### config.mk
export PLATFORM = sky130hd
export DESIGN_NAME = dbg_run_ctrl
export DESIGN_NICKNAME = d
export VERILOG_FILES = /design/src/rtl/dbg_pkg.sv /design/src/rtl/reg_dump_seq.sv /design/src/rtl/dbg_run_ctrl.sv
export SDC_FILE = /design/constraint.sdc
export NUM_CORES = 1
export LEC_CHECK = 0
export CORE_ASPECT_RATIO = 1.4
export CORE_MARGIN = 3
export CORE_UTILIZATION = 25
export DETAILED_ROUTE_END_ITERATION = 16
export PLACE_DENSITY_LB_ADDON = 0.3
export SETUP_SLACK_MARGIN = 0.2
export SLEW_MARGIN = 10
export SYNTH_ARGS = -nofsm -noshare
export SYNTH_HDL_FRONTEND = slang
export SYNTH_SLANG_ARGS = --single-unit
### constraint.sdc
create_clock -name clk_i -period 3.1 [get_ports clk_i]
set_clock_uncertainty 0.05 [all_clocks]
set_input_delay 0.31 -clock clk_i [delete_from_list [all_inputs] [get_ports clk_i]]
set_output_delay 0.31 -clock clk_i [all_outputs]
set_load 0.005 [all_outputs]
### src/rtl/dbg_pkg.sv
// Shared encodings for the debug run-control unit and its register dump sequencer.
package dbg_pkg;

  // Register file geometry seen through the core's debug read port
  localparam int unsigned NRegs = 32;
  localparam int unsigned IdxW  = $clog2(NRegs);

  // Host command opcodes carried on cmd_op
  typedef enum logic [2:0] {
    OpNop   = 3'd0,
    OpRun   = 3'd1,
    OpHalt  = 3'd2,
    OpStep  = 3'd3,
    OpSetBp = 3'd4,
    OpClrBp = 3'd5,
    OpDump  = 3'd6,
    OpRsvd  = 3'd7
  } dbg_op_e;

  // Run-control states; StDump covers both dump phases owned by reg_dump_seq
  typedef enum logic [1:0] {
    StHalted,
    StRun,
    StStep,
    StDump
  } run_state_e;

  // Dump sequencer phases
  typedef enum logic [1:0] {
    StDumpIdle,
    StDumpRd,
    StDumpOut
  } dump_state_e;

  // Ops that change the core's execution flow and are only legal while halted
  function automatic logic op_needs_halt(dbg_op_e op);
    return op inside {OpRun, OpStep, OpDump};
  endfunction

endpackage

### src/rtl/reg_dump_seq.sv
// Walks the core register file through the debug read port, one beat per register,
// presenting each value on a valid/ready handshake to the host.
module reg_dump_seq
  import dbg_pkg::*;
(
  input  logic            clk_i,
  input  logic            rst_ni,
  input  logic            start_i,
  output logic [IdxW-1:0] ra_debug_o,
  input  logic [31:0]     ra_debug_data_i,
  output logic            dump_valid_o,
  input  logic            dump_ready_i,
  output logic [IdxW-1:0] dump_idx_o,
  output logic [31:0]     dump_data_o,
  output logic            done_o
);

  dump_state_e     state_q;
  logic [IdxW-1:0] idx_q;
  logic            dump_valid_q;
  logic [IdxW-1:0] dump_idx_q;
  logic [31:0]     dump_data_q;
  logic            last_idx;

  // Read port address and the completion pulse for the final accepted beat
  always_comb begin
    last_idx   = (idx_q == IdxW'(NRegs - 1));
    ra_debug_o = (state_q == StDumpIdle) ? '0 : idx_q;
    done_o     = (state_q == StDumpOut) && dump_ready_i && last_idx;
  end

  // Dump FSM: read one register, hold it until the host takes it, move on
  always_ff @(posedge clk_i or negedge rst_ni) begin
    if (!rst_ni) begin
      state_q      <= StDumpIdle;
      idx_q        <= '0;
      dump_valid_q <= 1'b0;
      dump_idx_q   <= '0;
      dump_data_q  <= '0;
    end else begin
      case (state_q)
        StDumpIdle: begin
          if (start_i) begin
            state_q <= StDumpRd;
            idx_q   <= '0;
          end
        end
        StDumpRd: begin
          dump_data_q  <= ra_debug_data_i;
          dump_idx_q   <= idx_q;
          dump_valid_q <= 1'b1;
          state_q      <= StDumpOut;
        end
        StDumpOut: begin
          // Beat stays frozen until the host accepts it
          if (dump_ready_i) begin
            dump_valid_q <= 1'b0;
            if (last_idx) begin
              state_q <= StDumpIdle;
            end else begin
              idx_q   <= idx_q + IdxW'(1);
              state_q <= StDumpRd;
            end
          end
        end
        default: state_q <= StDumpIdle;
      endcase
    end
  end

  assign dump_valid_o = dump_valid_q;
  assign dump_idx_o   = dump_idx_q;
  assign dump_data_o  = dump_data_q;

endmodule

### src/rtl/dbg_run_ctrl.sv
// Debug run control for the single-cycle core: halt, run, N-step, PC breakpoint and
// register dump, driven from a host command interface.
module dbg_run_ctrl
  import dbg_pkg::*;
#(
  parameter int unsigned StepW = 16,
  parameter int unsigned CycW  = 32
) (
  input  logic            clk_i,
  input  logic            rst_ni,
  input  logic            cmd_valid_i,
  output logic            cmd_ready_o,
  input  logic [2:0]      cmd_op_i,
  input  logic [31:0]     cmd_arg_i,
  output logic            cmd_err_o,
  input  logic [31:0]     pc_i,
  output logic            cpu_en_o,
  output logic [IdxW-1:0] ra_debug_o,
  input  logic [31:0]     ra_debug_data_i,
  output logic            dump_valid_o,
  input  logic            dump_ready_i,
  output logic [IdxW-1:0] dump_idx_o,
  output logic [31:0]     dump_data_o,
  output logic            halted_o,
  output logic            bp_hit_o,
  output logic [CycW-1:0] retired_o
);

  run_state_e       state_q;
  logic [StepW-1:0] step_cnt_q;
  logic             bp_en_q;
  logic [31:0]      bp_addr_q;
  logic             skip_bp_q;
  logic             bp_hit_q;
  logic             halted_q;
  logic             cmd_err_q;
  logic [CycW-1:0]  retired_q;

  dbg_op_e          op;
  logic             cmd_acc;
  logic             cmd_rej;
  logic             is_halt;
  logic             bp_match;
  logic             cpu_en;
  logic             dump_start;
  logic             dump_done;
  logic [StepW-1:0] step_arg;

  // Command decode, breakpoint compare and core clock enable
  always_comb begin
    op          = dbg_op_e'(cmd_op_i);
    cmd_ready_o = (state_q != StDump);
    cmd_acc     = cmd_valid_i && cmd_ready_o;
    is_halt     = cmd_acc && (op == OpHalt);
    // skip_bp lets a resumed run execute the instruction it stopped on
    bp_match    = bp_en_q && (pc_i == bp_addr_q) && !skip_bp_q;
    case (state_q)
      StRun:   cpu_en = !bp_match;
      StStep:  cpu_en = 1'b1;
      default: cpu_en = 1'b0;
    endcase
    dump_start  = cmd_acc && (state_q == StHalted) && (op == OpDump);
    step_arg    = (cmd_arg_i[StepW-1:0] == '0) ? StepW'(1) : cmd_arg_i[StepW-1:0];
    // Reserved op is always rejected; flow ops only while halted
    cmd_rej     = cmd_acc && ((op == OpRsvd) || ((state_q != StHalted) && op_needs_halt(op)));
  end

  // Run-control FSM with breakpoint registers, error pulse and retire counter
  always_ff @(posedge clk_i or negedge rst_ni) begin
    if (!rst_ni) begin
      state_q    <= StHalted;
      halted_q   <= 1'b1;
      step_cnt_q <= '0;
      bp_en_q    <= 1'b0;
      bp_addr_q  <= '0;
      skip_bp_q  <= 1'b0;
      bp_hit_q   <= 1'b0;
      cmd_err_q  <= 1'b0;
      retired_q  <= '0;
    end else begin
      cmd_err_q <= cmd_rej;

      if (cpu_en) begin
        retired_q <= retired_q + CycW'(1);
        skip_bp_q <= 1'b0;
      end

      if (cmd_acc && (op == OpSetBp)) begin
        bp_en_q   <= 1'b1;
        bp_addr_q <= cmd_arg_i;
      end else if (cmd_acc && (op == OpClrBp)) begin
        bp_en_q <= 1'b0;
      end

      case (state_q)
        StHalted: begin
          if (cmd_acc) begin
            case (op)
              OpRun: begin
                state_q   <= StRun;
                halted_q  <= 1'b0;
                skip_bp_q <= 1'b1;
                bp_hit_q  <= 1'b0;
              end
              OpStep: begin
                state_q    <= StStep;
                halted_q   <= 1'b0;
                step_cnt_q <= step_arg;
                bp_hit_q   <= 1'b0;
              end
              OpDump: begin
                state_q  <= StDump;
                halted_q <= 1'b0;
              end
              default: ;
            endcase
          end
        end
        StRun: begin
          // Breakpoint wins over a same-cycle HALT so bp_hit is still reported
          if (bp_match) begin
            state_q  <= StHalted;
            halted_q <= 1'b1;
            bp_hit_q <= 1'b1;
          end else if (is_halt) begin
            state_q  <= StHalted;
            halted_q <= 1'b1;
          end
        end
        StStep: begin
          step_cnt_q <= step_cnt_q - StepW'(1);
          if ((step_cnt_q == StepW'(1)) || is_halt) begin
            state_q  <= StHalted;
            halted_q <= 1'b1;
          end
        end
        StDump: begin
          if (dump_done) begin
            state_q  <= StHalted;
            halted_q <= 1'b1;
          end
        end
        default: begin
          state_q  <= StHalted;
          halted_q <= 1'b1;
        end
      endcase
    end
  end

  reg_dump_seq u_dump (
    .clk_i           (clk_i),
    .rst_ni          (rst_ni),
    .start_i         (dump_start),
    .ra_debug_o      (ra_debug_o),
    .ra_debug_data_i (ra_debug_data_i),
    .dump_valid_o    (dump_valid_o),
    .dump_ready_i    (dump_ready_i),
    .dump_idx_o      (dump_idx_o),
    .dump_data_o     (dump_data_o),
    .done_o          (dump_done)
  );

  assign cpu_en_o  = cpu_en;
  assign cmd_err_o = cmd_err_q;
  assign halted_o  = halted_q;
  assign bp_hit_o  = bp_hit_q;
  assign retired_o = retired_q;

endmodule

After elaboration in Yosys (flattened, before gate mapping)
Cells that the tools add are included.

Register bits: 132. Word-level logic and storage cells: 120. Output and inout port bits: 80.

Equality and inequality tests: 28. Reduce and logical (&&, ||, !) cells: 35. Muxes and demuxes: 40. $add $sub $neg: 3.

Operators with widths (number): 16-bit 2-to-1 mux (3); 32-bit by 1-bit adder with 32-bit output, second input constant (1); 32-bit == test (1); 16-bit case mux with 2 select lines (1); 5-bit 2-to-1 mux (4); 2-bit inequality test, second input constant (10); 1-bit 2-to-1 mux (17); 16-bit by 1-bit == test with 1-bit output, second input constant (1); 16-bit logical NOT (1); 16-bit by 1-bit subtractor with 16-bit output, second input constant (1); 2-bit 2-to-1 mux (7); 3-bit == test, second input constant (4); 1-bit logical AND (12); 2-bit case mux with 3 select lines (2); 2-bit nonzero test (6); 5-bit case mux with 2 select lines (1); 5-bit AND reduction (2); 2-bit case mux with 4 select lines (1); 4-bit AND reduction (2); 2-bit == test, second input constant (3); 3-bit by 2-bit == test with 1-bit output, second input constant (2); 1-bit case mux with 2 select lines (3); 5-bit by 1-bit adder with 5-bit output, second input constant (1); 5-bit == test, second input constant (1); 14 further kinds (19).

Depth between registers and ports, before layout
Gate-level depths: netlist of run 1.

Depth in word-level cells: 9. Gate-level depth with buffers: 10. Depth with buffers taken out: 10.

By module
A second synthesis of run 1 with hierarchy kept.

Cell total of the unflattened synthesis: 558. Area, all modules: 6510.0 µm².

By module, submodules not included: dbg_run_ctrl (times used 1, area each 4604.4 µm², cells an instance 437); reg_dump_seq (times used 1, area each 1905.6 µm², cells an instance 121).

Least setup slack after synthesis of run 1
OpenSTA, ideal clock, no wires.

Kind: register to register. From: reg state_q[0]. To: reg bp_addr_q[1]. Data arrival time: 2051 ps. Library setup time: 125 ps. Period minus slack after synthesis: 2225 ps. Required time: 2925 ps. Stages on the path, launching flop included: 7. Path buffers: 1. Setup slack: 875 ps. Path through: dfrtp_1 -> ha_1 -> nand2b_1 -> or3b_2 -> nor2_2 -> buf_2 -> mux2_2.

Longest elaborated chain between the ends: 3.

Ends and longest elaborated chain: start, declared (line dbg_run_ctrl.sv:29) `run_state_e state_q;`; start signal, assigned (line dbg_run_ctrl.sv:71) `state_q <= StHalted;`; start signal, assigned (line dbg_run_ctrl.sv:100) `state_q <= StRun;`; start signal, assigned (line dbg_run_ctrl.sv:106) `state_q <= StStep;`; 2-bit inequality test (line dbg_run_ctrl.sv:52) `cmd_ready_o = (state_q != StDump);`; 1-bit logical AND (line dbg_run_ctrl.sv:53) `cmd_acc = cmd_valid_i && cmd_ready_o;`; 1-bit logical AND (line dbg_run_ctrl.sv:88) `if (cmd_acc && (op == OpSetBp)) begin`; end signal, assigned (line dbg_run_ctrl.sv:90) `bp_addr_q <= cmd_arg_i;`; end, declared (line dbg_run_ctrl.sv:32) `logic [31:0] bp_addr_q;`.

Every way passes these cells. A chain may end at the register's enable or synchronous reset.

Worst setup path in the final report of run 1
From: reg step_cnt_q[4]. To: reg halted_q (netlist: halted_o).

Longest elaborated chain between the ends: 4.

Ends and longest elaborated chain: start, declared (line dbg_run_ctrl.sv:30) `logic [StepW-1:0] step_cnt_q;`; start signal, assigned (line dbg_run_ctrl.sv:108) `step_cnt_q <= step_arg;`; start signal, assigned (line dbg_run_ctrl.sv:131) `step_cnt_q <= step_cnt_q - StepW'(1);`; 16-bit by 1-bit == test with 1-bit output (line dbg_run_ctrl.sv:132) `if ((step_cnt_q == StepW'(1)) || is_halt) begin`; 1-bit logical OR (line dbg_run_ctrl.sv:132); 2-bit inequality test (no line); 5-bit AND reduction (no line); end signal, assigned (line dbg_run_ctrl.sv:134) `halted_q <= 1'b1;`; end signal, assigned (line dbg_run_ctrl.sv:140) `halted_q <= 1'b1;`; end signal, assigned (line dbg_run_ctrl.sv:145) `halted_q <= 1'b1;`; end, declared (line dbg_run_ctrl.sv:35) `logic halted_q;`.

Every way passes these cells.

==> impl_metrics.yaml, run 1 <==
layout:
  n_fill_cell: 2486
  drive_above_1_share_pct: 16.6
  insertedDiodeCount: 0
  syn_to_final_growth_pct: 46.0
  final_common_cell: "clkdlybuf4s50_1"
  final_nets: 869
  final_cell_mix: "clkdlybuf4s50_1 (180), dfrtp_1 (131), xor2_1 (62), mux2_2 (60), nor2_1 (29)"
synth:
  synth_nets: 677
  syn_avg_cell_area_um2: 11.4
  ys_seq_area_share_pct: 51.3
  ys_types: 51
  syn_inst: 565
  synth-edff-count: 0
  synth-seq-cells: 132
  yosys_warnings: 0
  synth_area_mm2: 0.00644
  synthFlopType: "dfrtp_1"
  ys_async_sr_fraction_pct: 100
floorplan:
  pin_count: 183
  core-area_mm2: 0.0250
  rows: 68
  initial_core_util_pct: 25.8
  die_y_um: 196
  die_x_um: 142
  die_area_mm2: 0.0278
critical_path:
  cp_slowest_stage_delay_ns: 0.42
  crit_buf_inv: 1
  cp_slowest_cell: "dfrtp_1"
  cp_data_arrival_time_ns: 2.84
  end_kind: "register"
  critPathKind: "register to register"
  crit_family: "simple AND/OR/NAND/NOR gates"
  path_cells: "or3_4 > nor4_4 > a31oi_1 > nor4_1 > buf_4 > o21ai_1 > mux2_4"
  path_max_fanout: 6
  cp.required_ns: 3.39
  start_kind: "register"
route:
  drtIter0Drc: 212
  highest_layer: "met5"
  drt-total-wl_mm: 17.6
  routed-via-count: 5015
  drc: 0
  route.met2.wl_mm: 9.76
  ant_nets: 0
  dr.pass1.iters: 4
  wl_per_cell_um: 16.2
  wl_met3_um: 615
  vias_per_cell: 4.62
  wl_met1_mm: 6.84
cts:
  postCtsSetupRepairBufs: 0
  clock-sinks: 132
  cts-htree-levels: 4
  cts-root-buf: "clkbuf_16"
  path_clk_slew_ns: 0.06
  insertion_delay_ns: 0.42
  cts_buffer_depth: 2
  cts_buffers: 17
  cts_tree: "yes"
sta:
  final-hold-violation-count: 0
  tns_ns: 0
  finalMaxSlewViolations: 0
  fmax_mhz: 392
  relSlewSlack_pct: 65.0
  rsz0062_at_grt: "false"
  period_needed_ns: 2.55
  worst_pin_slew_ns: 0.520
  period_share_pct: 82.3
  layout_setup_ws_ns: 0.548
  finalSetupViolations: 0
outcome:
  status: "completed"
place:
  hpwl_mm: 13.2
  place_congestion: 0.765
  io_buffers: 182
  dp_slack_ns: 0.272
global_route:
  grt_max_degree: 49
  grt_overflow: 0
  groute.usage.overall_pct: 12.9
  grt_pass1_wl_mm: 28.2
  grt_pass1_vias: 5147
  antenna_found_initial: 1
pwr:
  p_leak_nw: 3.76
  p_per_area_mw_per_mm2: 849
  peakVddDrop_v: 0.000461
job:
  maxCapViolations: 0
min_path:
  holdCritPathClass: "input port to asynchronous set/reset pin"
==> through the flow <==
stage	hold WS [ns]	cell area (µm²)	cells	utilization, %	power [mW]
3_3_place_gp	0.225	8730	1052	34.9	5.83
5_1_grt	0.382	9410	1085	37.6	8.54
4_1_cts	0.361	9390	1085	37.5	8.14
2_1_floorplan	-0.0356	6440	565	-	4.36
3_5_place_dp	0.226	8730	1052	34.9	5.88
6_report	0.331	9410	1085	37.6	7.99
==> worst reg2reg max path: cells and delay by family, from the launching register on <==
| kind | cells | cell delay (ns) |
|---|---|---|
| simple gates | 3 | 1.10 |
| flops | 1 | 0.42 |
| mux | 1 | 0.33 |
| buf+inv | 1 | 0.19 |
| compound gates | 2 | 0.39 |
==> layer usage <==
layer,track usage (%),vias up
met5,0,-
li1,-,2434
met1,14.6,2453
met3,2.63,22
met4,5.01,2
met2,23.4,104
==> power breakdown <==
part | internal, mW | switching (mW)
combinational | 1.68 | 1.12
clock | 1.42 | 0.777
sequential | 2.40 | 0.594
total | 5.50 | 2.49
==> cell usage after synthesis, types with 2 or more instances <==
cell type    n  share of area [%]
nor2_1      29                1.7
clkbuf_1    15               0.87
nor2b_1      8               0.78
a21o_1       3               0.35
and2_1       3               0.29
mux2_1      12                2.1
nand3_1     19                1.5
a31oi_1     11                1.1
dfrtp_1    131                 51
inv_1       14               0.82
ha_1         9                1.7
o21ba_2      5               0.78
nor3_1      22                1.7
o21ai_0      8               0.62
nand4_1     14                1.4
mux2_2      60                 10
xnor2_1      3               0.41
a21oi_1     15                1.2
buf_2       10               0.78
nand3b_1     2               0.23
mux2i_1      3               0.47
nand2b_1     5               0.49
xor2_1      62                8.4
o21ai_1      4               0.31
a22o_1       2               0.27
nor4_1      28                2.7
o22a_1      12                1.6
and4_1       4               0.54
and3_1       7               0.68
nand2_1     22                1.3
nor4b_1      3               0.41
==> final timing paths <==
kind	startpoint	endpoint	slack [ns]	cells past startpoint
worst max-delay path	step_cnt_q[4]	halted_o	0.55	7
worst min-delay path	rst_ni	u_dump.dump_data_o[21]	0.33	2
worst max register to register	step_cnt_q[4]	halted_o	0.55	7
worst min register to register	retired_o[31]	retired_o[31]	0.41	1
max in group asynchronous	rst_ni	bp_addr_q[17]	1.94	3
min in group clk_i	retired_o[31]	retired_o[31]	0.41	1
==> flip-flops by register name (all words and copies together) (netlist names) <==
register             cells
bp_addr_q               32
retired_o               32
u_dump.dump_data_o      32
step_cnt_q              16
u_dump.dump_idx_o        5
u_dump.idx_q             5
state_q                  2
u_dump.state_q           2
bp_en_q                  1
bp_hit_o                 1
cmd_err_o                1
halted_o                 1
skip_bp_q                1
u_dump.dump_valid_o      1
==> logic make-up after synthesis <==
kind of cell	share of synthesized area (%)
and+or+nand+nor	15.1
DFF	51.3
muxes	13.3
AOI/OAI and AO/OA	7.26
xor gates and xnor gates	8.84
buffers and inverters	2.52
adders and majority gates	1.75
==> what timing repair did <==
action                     in CTS  in global routing
pin swaps                       0                  1
setup endpoints to repair       1                  1
hold endpoints to repair       40                  0
hold buffers                    1                  0
gates resized for setup         1                  4
==> cell type report <==
class / count / area, µm² / share of cell area [%]
clock buffers: 21 / 470 / 5.00
clock inverters: 11 / 174 / 1.85
inverters: 14 / 52.6 / 0.559
multi-input cells: 393 / 3030 / 32.2
flip-flops and latches: 132 / 3300 / 35.1
well taps: 315 / 394 / 4.19
repair buffers: 199 / 1980 / 21.1
Note: power is estimated with default switching activity, not from simulation.
==> inputs of run 2 (changes only) <==
==> constraint.sdc (replaced) <==
create_clock -name clk_i -period 2.21 [get_ports clk_i]
set_clock_uncertainty 0.05 [all_clocks]
set_input_delay 0.221 -clock clk_i [delete_from_list [all_inputs] [get_ports clk_i]]
set_output_delay 0.221 -clock clk_i [all_outputs]
set_load 0.005 [all_outputs]
==> impl_metrics.yaml, run 2 (synthesis results as in run 1) <==
critical_path:
  cp_data_arrival_time_ns: 2.80
  start_kind: "register"
  crit_buf_inv: 5
  cp_slowest_stage_delay_ns: 0.41
  crit_cells: 11
  crit_family: "simple AND/OR/NAND/NOR gates"
  cp_slowest_cell: "dfrtp_1"
  path_max_fanout: 3
  cp.required_ns: 2.51
  rr_worst_depth: 11
  worst_path_most_repeated_cell: "buf_4"
  critPathKind: "register to register"
  end_kind: "register"
  path_cells: "xor2_1 > nor4_2 > buf_4 > nand4_1 > buf_4 > buf_6 > buf_6 > nor4_2 > buf_4 > o21ai_4 > mux2_4"
place:
  postPlaceCellArea_mm2: 0.00905
  hpwl_mm: 13.8
  place_congestion: 0.761
  place_inst: 1089
  io_buffers: 182
pwr:
  peakVddDrop_v: 0.000625
  p_leak_nw: 4.31
  design_power_total_mw: 11.9
  p_per_area_mw_per_mm2: 1120
sta:
  period_share_pct: 113
  layout_setup_ws_ns: -0.289
  fmax_mhz: 400
  finalMaxSlewViolations: 0
  finalSetupViolations: 37
  relSlewSlack_pct: 60.3
  holdWs_ns: 0.207
  period_needed_ns: 2.50
  final-hold-violation-count: 0
  worst_pin_slew_ns: 0.596
  rsz0062_at_grt: "true"
route:
  ant_nets: 0
  drtIter0Drc: 198
  wl_per_cell_um: 17.5
  vias_per_cell: 4.72
  drt-total-wl_mm: 20.2
  drc: 0
  dr.pass1.iters: 4
  routed-via-count: 5449
cts:
  insertion_delay_ns: 0.42
  cts_buffer_depth: 2
  clock-sinks: 132
  path_clk_slew_ns: 0.06
  cts_tree: "yes"
  cts-htree-levels: 4
  cts_buffers: 17
  cts-root-buf: "clkbuf_16"
outcome:
  violations: "negative setup slack"
  status: "finished with violations"
layout:
  drive_above_1_share_pct: 29.2
  final_nets: 937
  syn_to_final_growth_pct: 64.9
  final_cell_mix: "clkdlybuf4s50_1 (179), dfrtp_1 (129), xor2_1 (62), buf_4 (49), mux2_2 (38)"
  finalNonFillerCells: 1154
  final_common_cell: "clkdlybuf4s50_1"
  design_area_mm2: 0.0106
  final_util_pct: 42.5
floorplan:
  initial_core_util_pct: 25.8
  rows: 68
  core-area_mm2: 0.0250
  die_x_um: 142
  die_y_um: 196
  die_area_mm2: 0.0278
  pin_count: 183
min_path:
  holdCritPathClass: "input port to asynchronous set/reset pin"
global_route:
  antenna_found_initial: 1
  grt_max_degree: 54
  groute.usage.overall_pct: 14.9
  grt_pass1_vias: 5693
  grt_overflow: 0
  grt_pass1_wl_mm: 32.0
job:
  maxCapViolations: 0
[run 2: changes by cell type in the layout (fill, tap and decap cells not counted), moves of 8 or more]
cell and change:
mux2_4 +34, nor4_1 -8, mux2_2 -22, buf_4 +35, mux2_1 -12, buf_6 +17, buf_12 +9
[run 2: metal layers]
metal	GRT usage, %	part of all wire (%)
met1	16.9	39
met2	27.3	55
met3	3.17	3.8
met4	5.05	2.4
met5	0	0
[run 2: worst paths after layout]
| check | from | endpoint | slack, ns |
|---|---|---|---|
| max | bp_addr_q[1] | halted_o | -0.29 |
| min | rst_ni | bp_addr_q[24] | 0.21 |
| max reg2reg | bp_addr_q[1] | halted_o | -0.29 |
| min reg2reg | retired_o[31] | retired_o[31] | 0.42 |
| max in group asynchronous | rst_ni | halted_o | 1.27 |
| min in group clk_i | ra_debug_data_i[11] | u_dump.dump_data_o[11] | 0.36 |
[run 2: stage by stage]
step	TNS [ns]	setup WS [ns]
3_5_place_dp	-16.97	-0.533
2_1_floorplan	0	0.200
3_3_place_gp	-16.91	-0.547
5_1_grt	-10.72	-0.380
4_1_cts	-7.45	-0.301
6_report	-5.78	-0.289
[run 2: worst reg2reg max path, cell delays in order, from the launching register on]
cell and delay, ns:
dfrtp_1 0.41, xor2_1 0.17, nor4_2 0.35, buf_4 0.17
nand4_1 0.14, buf_4 0.19, buf_6 0.10, buf_6 0.10
nor4_2 0.23, buf_4 0.16, o21ai_4 0.06, mux2_4 0.31
[run 2: power by group]
group          total (mW)  switching, mW  internal (mW)
logic                4.87           1.97           2.89
registers            4.21          0.832           3.37
clock network        2.86           1.07           1.80
[run 2: timing repair]
item / CTS / global route
resized for setup: 96 / 41
setup endpoints to repair: 81 / 90
hold buffers: 1 / 0
setup buffers: 16 / 9
pin swaps: 41 / 38
cloned: 6 / 0
endpoints found under the hold margin: 41 / 0
[run 2: layout make-up]
type / instances / area, µm²
Clock buffer: 22 / 454
Multi-Input combinational cell: 393 / 3500
Antenna cell: 1 / 2.50
Tap cell: 315 / 394
Clock inverter: 10 / 131
Sequential cell: 132 / 3310
Fill cell: 2385 / 14400
Timing Repair Buffer: 267 / 2780
Inverter: 14 / 55.1
==> inputs of run 3 (changes only) <==
--- a/config.mk
+++ b/config.mk
@@ -11,6 +11,7 @@
 export DETAILED_ROUTE_END_ITERATION = 16
 export PLACE_DENSITY_LB_ADDON = 0.3
 export SETUP_SLACK_MARGIN = 0.2
+export SKIP_CTS_REPAIR_TIMING = 1
 export SLEW_MARGIN = 10
 export SYNTH_ARGS = -nofsm -noshare
 export SYNTH_HDL_FRONTEND = slang
==> impl_metrics.yaml, run 3 (synthesis results as in run 1) <==
layout:
  syn_to_final_growth_pct: 57.6
  drive_above_1_share_pct: 25.3
  design_area_mm2: 0.0102
  final_cell_mix: "clkdlybuf4s50_1 (179), dfrtp_1 (129), xor2_1 (62), buf_4 (47), mux2_2 (39)"
  final_nets: 920
  finalNonFillerCells: 1137
  final_common_cell: "clkdlybuf4s50_1"
  n_fill_cell: 2427
cts:
  insertion_delay_ns: 0.42
  clock-sinks: 132
  cts-root-buf: "clkbuf_16"
  cts-htree-levels: 4
  cts_buffers: 17
  cts_tree: "yes"
  cts_buffer_depth: 2
  path_clk_slew_ns: 0.06
pwr:
  p_clk_share_pct: 24.6
  swShare_pct: 31.7
  power.internal_mw: 7.95
  power.share.combinational_pct: 39.4
  p_per_area_mw_per_mm2: 1150
  switchingPower_mw: 3.70
  peakVddDrop_v: 0.000634
  seqPwrFrac_pct: 36.0
  p_leak_nw: 4.14
global_route:
  grt_pass1_wl_mm: 29.5
  grt_overflow: 0
  groute.usage.overall_pct: 13.6
  antenna_found_initial: 1
  grt_max_degree: 54
  grt_pass1_vias: 5353
critical_path:
  r2r_slack_ns: -0.17
  end_kind: "output port"
  critPathKind: "register to output port"
  cp.required_ns: 1.94
  cp_data_arrival_time_ns: 2.19
  path_max_fanout: 3
  start_kind: "register"
job:
  maxCapViolations: 0
sta:
  rsz0062_at_grt: "true"
  layout_setup_ws_ns: -0.247
  finalSetupViolations: 34
  holdWs_ns: 0.203
  period_share_pct: 111
  worst_pin_slew_ns: 0.506
  fmax_mhz: 407
  final-hold-violation-count: 0
  period_needed_ns: 2.46
  finalMaxSlewViolations: 0
  relSlewSlack_pct: 65.8
floorplan:
  initial_core_util_pct: 25.8
  die_y_um: 196
  pin_count: 183
  core-area_mm2: 0.0250
  die_area_mm2: 0.0278
  die_x_um: 142
  rows: 68
outcome:
  status: "finished with violations"
  violations: "negative setup slack"
min_path:
  holdCritPathClass: "input port to asynchronous set/reset pin"
place:
  place_inst: 1089
  place_congestion: 0.761
  io_buffers: 182
  postPlaceCellArea_mm2: 0.00905
  hpwl_mm: 13.8
route:
  vias_per_cell: 4.67
  drc: 0
  routed-via-count: 5311
  ant_nets: 0
  drt-total-wl_mm: 19.5
  wl_per_cell_um: 17.2
  drtIter0Drc: 196
  dr.pass1.iters: 4
[run 3: changes by cell type in the layout (fill, tap and decap cells not counted), sizes merged]
cell | previous run | this run
buf | 86 | 65
dlymetal6s2s | 0 | 1
clkbuf | 23 | 26
[run 3: cell type report]
| cell class | instances | area [µm²] | area share, % |
|---|---|---|---|
| repair buffers | 250 | 2540 | 25.0 |
| clock inverters | 10 | 131 | 1.29 |
| inverters | 14 | 55.1 | 0.542 |
| clock buffers | 22 | 454 | 4.47 |
| diodes | 1 | 2.50 | 0.0247 |
| multi-input cells | 393 | 3270 | 32.2 |
| flip-flops and latches | 132 | 3310 | 32.6 |
| well taps | 315 | 394 | 3.88 |
[run 3: path summary, 6_finish.rpt]
path | to | depth (start not counted) | from
worst max-delay path | cpu_en_o | 7 | bp_addr_q[4]
worst min-delay path | bp_addr_q[24] | 2 | rst_ni
worst max register to register | halted_o | 10 | bp_addr_q[4]
worst min register to register | retired_o[31] | 1 | retired_o[31]
max in group asynchronous | halted_o | 3 | rst_ni
min in group clk_i | bp_addr_q[30] | 2 | cmd_arg_i[30]
[run 3: power by group through the flow]
stage	registers, mW	clock network, mW	logic (mW)
2_1_floorplan	4.12	0	2.00
3_3_place_gp	4.18	0	4.27
3_5_place_dp	4.21	0	4.31
4_1_cts	4.17	2.96	4.33
5_1_grt	4.35	3.07	5.00
6_report	4.19	2.86	4.59
[run 3: per-stage QoR]
| stage | TNS, ns | power [mW] | utilization (%) | worst slack, ns |
|---|---|---|---|---|
| 2_1_floorplan | 0 | 6.13 | - | 0.200 |
| 3_3_place_gp | -16.91 | 8.45 | 36.2 | -0.547 |
| 3_5_place_dp | -16.97 | 8.53 | 36.2 | -0.533 |
| 4_1_cts | -10.02 | 11.5 | 38.5 | -0.796 |
| 5_1_grt | -7.90 | 12.4 | 40.6 | -0.378 |
| 6_report | -3.37 | 11.6 | 40.6 | -0.247 |
[run 3: worst max-delay path: stages, from the launching register on]
cell and delay, ns:
dfrtp_1 0.38, nor2b_1 0.13, nor4b_1 0.35, buf_4 0.17, nand4_1 0.15, nor4_4 0.34, nor2_2 0.09, buf_2 0.15
[run 3: routing by layer]
metal  GRT usage [%]  share of wire [%]  wire [µm]  vias up
li1                -                  -          -     2536
met1            15.5                 39       7710     2639
met2            24.7                 55      10800      116
met3            3.15                3.4        670       20
met4            5.01                1.9        376        0
met5               0                  0          0        -
